===== src/rtl/uart_clk_pkg.sv =====
// Shared types for the UART clock-generator arbiter.
// Holds the state encoding, the divider width and small index helpers.
package uart_clk_pkg;

  localparam int DIV_W = 3;
  localparam int CNT_W = 8;

  typedef enum logic [2:0] {
    ST_IDLE    = 3'd0,
    ST_LOAD    = 3'd1,
    ST_SETTLE  = 3'd2,
    ST_GRANTED = 3'd3,
    ST_DRAIN   = 3'd4
  } state_e;

  function automatic int wrap_inc(
    input int v,
    input int n
  );
    return (v + 1 >= n) ? 0 : v + 1;
  endfunction

  // Generator runs only while settling or owned.
  function automatic logic gen_on(
    input state_e s
  );
    return (s == ST_SETTLE) || (s == ST_GRANTED);
  endfunction

endpackage


===== src/rtl/uart_clk_arbiter_rr_pick.sv =====
// Combinational round-robin picker: first set request at or after
// the pointer, wrapping past N-1 back to 0.
module rr_pick #(
  parameter  int N  = 2,
  localparam int IW = $clog2(N)
) (
  input  logic [N-1:0]  req_i,
  input  logic [IW-1:0] ptr_i,
  output logic [N-1:0]  gnt_o,
  output logic [IW-1:0] idx_o,
  output logic          any_o
);

  logic [IW:0]   pos;
  logic [IW-1:0] cand;

  always_comb begin
    gnt_o = '0;
    idx_o = '0;
    any_o = 1'b0;
    pos   = '0;
    cand  = '0;
    for (int i = 0; i < N; i++) begin
      pos = {1'b0, ptr_i} + (IW+1)'(i);
      if (pos >= (IW+1)'(N)) begin
        pos = pos - (IW+1)'(N);
      end
      cand = pos[IW-1:0];
      if (!any_o && req_i[cand]) begin
        any_o       = 1'b1;
        gnt_o[cand] = 1'b1;
        idx_o       = cand;
      end
    end
  end

endmodule


===== src/rtl/uart_clk_arbiter.sv =====
// Arbitrates one shared UART clock generator between NUM_REQ users.
// Config is latched at arbitration; enable settles before grant.
module uart_clk_arbiter
  import uart_clk_pkg::*;
#(
  parameter int NUM_REQ = 2,
  parameter int SETTLE  = 4
) (
  input  logic                     clk,
  input  logic                     en_rst,
  input  logic [NUM_REQ-1:0]       req,
  input  logic [NUM_REQ-1:0]       cfg_freq,
  input  logic [DIV_W*NUM_REQ-1:0] cfg_div,
  output logic                     gen_en,
  output logic                     gen_freq,
  output logic [DIV_W-1:0]         gen_div,
  output logic [NUM_REQ-1:0]       gnt,
  output logic                     busy
);

  localparam int IW = $clog2(NUM_REQ);
  localparam logic [CNT_W-1:0] SETTLE_LAST = CNT_W'(SETTLE - 1);

  state_e state_q, state_d;

  logic [IW-1:0]      ptr_q, ptr_d;
  logic [IW-1:0]      win_q, win_d;
  logic [CNT_W-1:0]   cnt_q, cnt_d;
  logic               freq_q, freq_d;
  logic [DIV_W-1:0]   div_q, div_d;
  logic               gen_en_q, gen_en_d;
  logic [NUM_REQ-1:0] gnt_q, gnt_d;
  logic               busy_q, busy_d;

  logic [NUM_REQ-1:0] pick_oh;
  logic [IW-1:0]      pick_idx;
  logic               pick_any;
  logic [DIV_W-1:0]   pick_div;
  logic               win_req;

  rr_pick #(
    .N(NUM_REQ)
  ) u_pick (
    .req_i (req),
    .ptr_i (ptr_q),
    .gnt_o (pick_oh),
    .idx_o (pick_idx),
    .any_o (pick_any)
  );

  always_comb begin
    pick_div = '0;
    for (int i = 0; i < NUM_REQ; i++) begin
      if (pick_oh[i]) begin
        pick_div = cfg_div[DIV_W*i +: DIV_W];
      end
    end
  end

  assign win_req = req[win_q];

  always_ff @(posedge clk or negedge en_rst) begin
    if (!en_rst) begin
      state_q <= ST_IDLE;
    end else begin
      state_q <= state_d;
    end
  end

  always_comb begin
    state_d = state_q;
    unique case (state_q)
      ST_IDLE: begin
        if (pick_any) state_d = ST_LOAD;
      end
      ST_LOAD: begin
        state_d = win_req ? ST_SETTLE : ST_DRAIN;
      end
      ST_SETTLE: begin
        if (!win_req) begin
          state_d = ST_DRAIN;
        end else if (cnt_q == SETTLE_LAST) begin
          state_d = ST_GRANTED;
        end
      end
      ST_GRANTED: begin
        if (!win_req) state_d = ST_DRAIN;
      end
      ST_DRAIN: begin
        state_d = ST_IDLE;
      end
      default: begin
        state_d = ST_IDLE;
      end
    endcase
  end

  always_comb begin
    ptr_d  = ptr_q;
    win_d  = win_q;
    freq_d = freq_q;
    div_d  = div_q;
    cnt_d  = '0;
    if (state_q == ST_IDLE && pick_any) begin
      win_d  = pick_idx;
      freq_d = |(cfg_freq & pick_oh);
      div_d  = pick_div;
    end
    if (state_q == ST_SETTLE) begin
      cnt_d = cnt_q + 1'b1;
    end
    if (state_q == ST_DRAIN) begin
      ptr_d = IW'(wrap_inc(int'(win_q), NUM_REQ));
    end
  end

  // Enable and grant need both the current and next state to agree,
  // which gives the two-edge enable latency and drops both on exit.
  always_comb begin
    gen_en_d = gen_on(state_q) && gen_on(state_d);
    gnt_d    = '0;
    if (state_q == ST_GRANTED && state_d == ST_GRANTED) begin
      gnt_d[win_q] = 1'b1;
    end
    busy_d = (state_d != ST_IDLE);
  end

  always_ff @(posedge clk or negedge en_rst) begin
    if (!en_rst) begin
      ptr_q    <= '0;
      win_q    <= '0;
      cnt_q    <= '0;
      freq_q   <= 1'b0;
      div_q    <= '0;
      gen_en_q <= 1'b0;
      gnt_q    <= '0;
      busy_q   <= 1'b0;
    end else begin
      ptr_q    <= ptr_d;
      win_q    <= win_d;
      cnt_q    <= cnt_d;
      freq_q   <= freq_d;
      div_q    <= div_d;
      gen_en_q <= gen_en_d;
      gnt_q    <= gnt_d;
      busy_q   <= busy_d;
    end
  end

  assign gen_en   = gen_en_q;
  assign gen_freq = freq_q;
  assign gen_div  = div_q;
  assign gnt      = gnt_q;
  assign busy     = busy_q;

endmodule

===== config.mk =====
export PLATFORM = sky130hd
export DESIGN_NAME = uart_clk_arbiter
export DESIGN_NICKNAME = d
export VERILOG_FILES = /design/src/rtl/uart_clk_pkg.sv /design/src/rtl/uart_clk_arbiter_rr_pick.sv /design/src/rtl/uart_clk_arbiter.sv
export SDC_FILE = /design/constraint.sdc
export NUM_CORES = 1
export LEC_CHECK = 0
export CAP_MARGIN = 30
export CELL_PAD_IN_SITES_DETAIL_PLACEMENT = 0
export CELL_PAD_IN_SITES_GLOBAL_PLACEMENT = 2
export CORE_MARGIN = 2
export CORE_UTILIZATION = 34
export CTS_BUF_LIST = sky130_fd_sc_hd__clkbuf_4 sky130_fd_sc_hd__clkbuf_8
export DETAILED_ROUTE_END_ITERATION = 6
export PLACE_DENSITY = 0.89
export REMOVE_ABC_BUFFERS = 1
export SLEW_MARGIN = 20
export SYNTH_ARGS = -nofsm -noshare
export SYNTH_HDL_FRONTEND = slang
export SYNTH_SLANG_ARGS = --single-unit

===== constraint.sdc =====
create_clock -name clk -period 1.4 [get_ports clk]
set_input_delay 0.14 -clock clk [delete_from_list [all_inputs] [get_ports clk]]
set_output_delay 0.14 -clock clk [all_outputs]
set_load 0.1 [all_outputs]

==> impl_metrics.py <==
metrics = {
    "pwr": {
        "leakage_uw": 0.000574,
        "max-vdd-ir-drop_mv": 1.74,
        "totalPowerFinal_uw": 2870,
        "power.density_cell_area_nw_per_um2": 2180,
    },
    "routing": {
        "drtAntennaViolNets": 0,
        "drt-total-wl_mm": 1.70,
        "drt_iter0_drc": 9,
        "vias_per_cell": 5.04,
        "first_pass_iters": 3,
        "num_vias": 691,
        "drc_errors": 0,
        "wl_per_cell_um": 12.4,
    },
    "synth": {
        "synth_compound_area_share_pct": 12.4,
        "avgSynthCellArea_um2": 11.9,
        "synth_edf_count": 0,
        "ys_warn_count": 0,
        "netlist_instances": 80,
        "ys.flop_type": "dfrtp_1",
        "synthArstFlopShare_pct": 100,
        "yosys.area_share.simple_pct": 18.7,
        "synth_fa_ha_area_share_pct": 1.31,
        "yosysSeqAreaShare_pct": 55.0,
        "syn_area_um2": 956,
        "synth_top_family_by_area": "simple AND/OR/NAND/NOR gates",
        "ys_ff_latch": 21,
        "synth_mux_area_share_pct": 7.33,
        "synth_cell_types": 32,
        "synth-xor-area-share_pct": 2.75,
    },
    "setup_path": {
        "worst-setup-path-type": "reg2reg",
        "cp-start-kind": "flop",
        "worstPathRequired_ps": 1580,
        "crit_path_max_fanout": 5,
        "reg2reg_slack_ps": 110,
        "rr_worst_depth": 3,
        "worstReg2RegStart": "state_q[2]",
        "cp-end-kind": "flop",
        "arrival_ps": 1470,
        "r2r-end": "gen_div[2]",
    },
    "sta": {
        "fin_skew_ps": 13.5,
        "setup_viol": 0,
        "rsz0062_at_grt": "no",
        "relSlewSlack_pct": 70.9,
        "worst_pin_slew_ps": 424,
        "setup_tns_ps": 0,
        "hold_viol_final": 0,
        "fin_crit_ps": 1290,
        "fin_crit_sh_pct": 92.2,
        "slew_violations": 0,
        "fmax_ghz": 0.775,
    },
    "floorplanning": {
        "start_util_pct": 35.3,
        "num_io_pins": 20,
        "core_area_um2": 2710,
        "fp.dieH_um": 57.0,
        "die_x_um": 57.0,
        "rows": 19,
        "die-area_um2": 3250,
    },
    "global_route": {
        "grt_max_degree": 22,
        "grt_use_total_pct": 11.2,
        "grt_pass1_vias": 699,
        "grt_pass1_wl_mm": 2.91,
        "gr-total-overflow": 0,
        "antenna_found_initial": 0,
    },
    "place": {
        "portBuffers": 19,
        "postPlaceCellArea_um2": 1290,
        "gp_congestion": 0.725,
        "place_inst": 133,
    },
    "clock_tree": {
        "cts_buffer_depth": 2,
        "clk_latency_ps": 300,
        "ctsHtreeMaxLevel": 1,
        "cts_setup_buffers": 0,
        "clk_pin_slew_ps": 120,
        "clock_sinks": 21,
        "cts_made_buffers": 3,
        "cts_tree": "built",
        "root_buffer": "clkbuf_4",
        "cts_hold_buf": 0,
        "cts_resized": 0,
    },
    "run_status": {
        "status": "finished clean",
    },
    "finish": {
        "fill_cells": 268,
        "layout-drive-gt1-share_pct": 25.5,
        "seq_area_um2": 526,
        "final_cell_mix": "dfrtp_1 (21), clkdlybuf4s50_1 (11), buf_12 (8)",
        "antenna_cells": 0,
        "nets": 120,
        "area_growth_pct": 37.7,
        "final_cell_area_um2": 1320,
        "mostFrequentLayoutCell": "dfrtp_1",
        "multi_input_area_um2": 407,
        "fin_cells": 137,
        "utilization_pct": 48.6,
    },
    "hold_path": {
        "hold_class": "in2async",
    },
    "run": {
        "cap_violations": 0,
    },
}
[cells in the mapped netlist, drive strengths merged (3+ instances only)]
cell	instances	area share, %
nor3	4	3.8
mux2	4	6.3
nand3	4	2.1
or3	4	2.6
dfrtp	21	55
o21ai	3	1.6
a32o	4	4.2
nor2	6	2.4
a21oi	7	3.7
[registers in the layout (all words and copies together) (netlist names)]
signal	count
busy	1
cnt_q	8
gen_div	3
gen_en	1
gen_freq	1
gnt	2
ptr_q	1
state_q	3
win_q	1
[metal layers]
metal  up-vias  part of all wire [%]  track usage, %
li1        348                     -               -
met1       328                    45            14.0
met2        15                    50            20.2
met3         0                   4.6            2.95
met4         0                     0           0.997
met5         -                     0               0
[worst max path at each step]
stage                from         end  depth (start not counted)
3_5_place_dp       req[0]  gen_div[2]                          4
6_report       state_q[2]  gen_div[2]                          3
2_1_floorplan  state_q[2]  gen_div[0]                          3
3_3_place_gp       req[0]  gen_div[2]                          4
5_1_grt          cnt_q[0]    cnt_q[6]                          4
4_1_cts             ptr_q  gen_div[2]                          3
[area by class of cell]
class / instances / area share (%)
clock buffer: 3 / 1.71
clock inverter: 1 / 0.570
inverter: 2 / 0.570
multi-input combinational: 55 / 30.9
sequential: 21 / 39.9
tap: 31 / 2.95
timing repair buffer: 24 / 23.4
[power by group]
group | internal [µW] | switching [µW] | total [µW]
combinational | 658 | 932 | 1590
sequential | 777 | 214 | 991
clock | 108 | 176 | 285
total | 1540 | 1320 | 2870
[critical path, cell delays in order, from the launching register on]
cell     delay (ps)
dfrtp_1         470
nor3_4          280
nand2_4         110
mux2_4          300
[per-stage QoR]
stage	hold WS (ps)	setup slack, ps
after detailed placement	502	-83.7
final	163	110
after global placement	505	-57.8
after floorplan	-156	141
after global routing	176	16.4
after CTS	170	116
[kinds of logic (layout without fill, tap and decap cells)]
logic type               Yosys count  in the layout
AND/OR/NAND/NOR                   28             28
XOR/XNOR                           3              3
multiplexers                       5              5
flip-flops                        21             21
buffers and inverters              4             30
AO/OA/AOI/OAI                     18             18
adder cells (fa/ha/maj)            1              1
No activity file was read; power rests on OpenSTA's default activity.
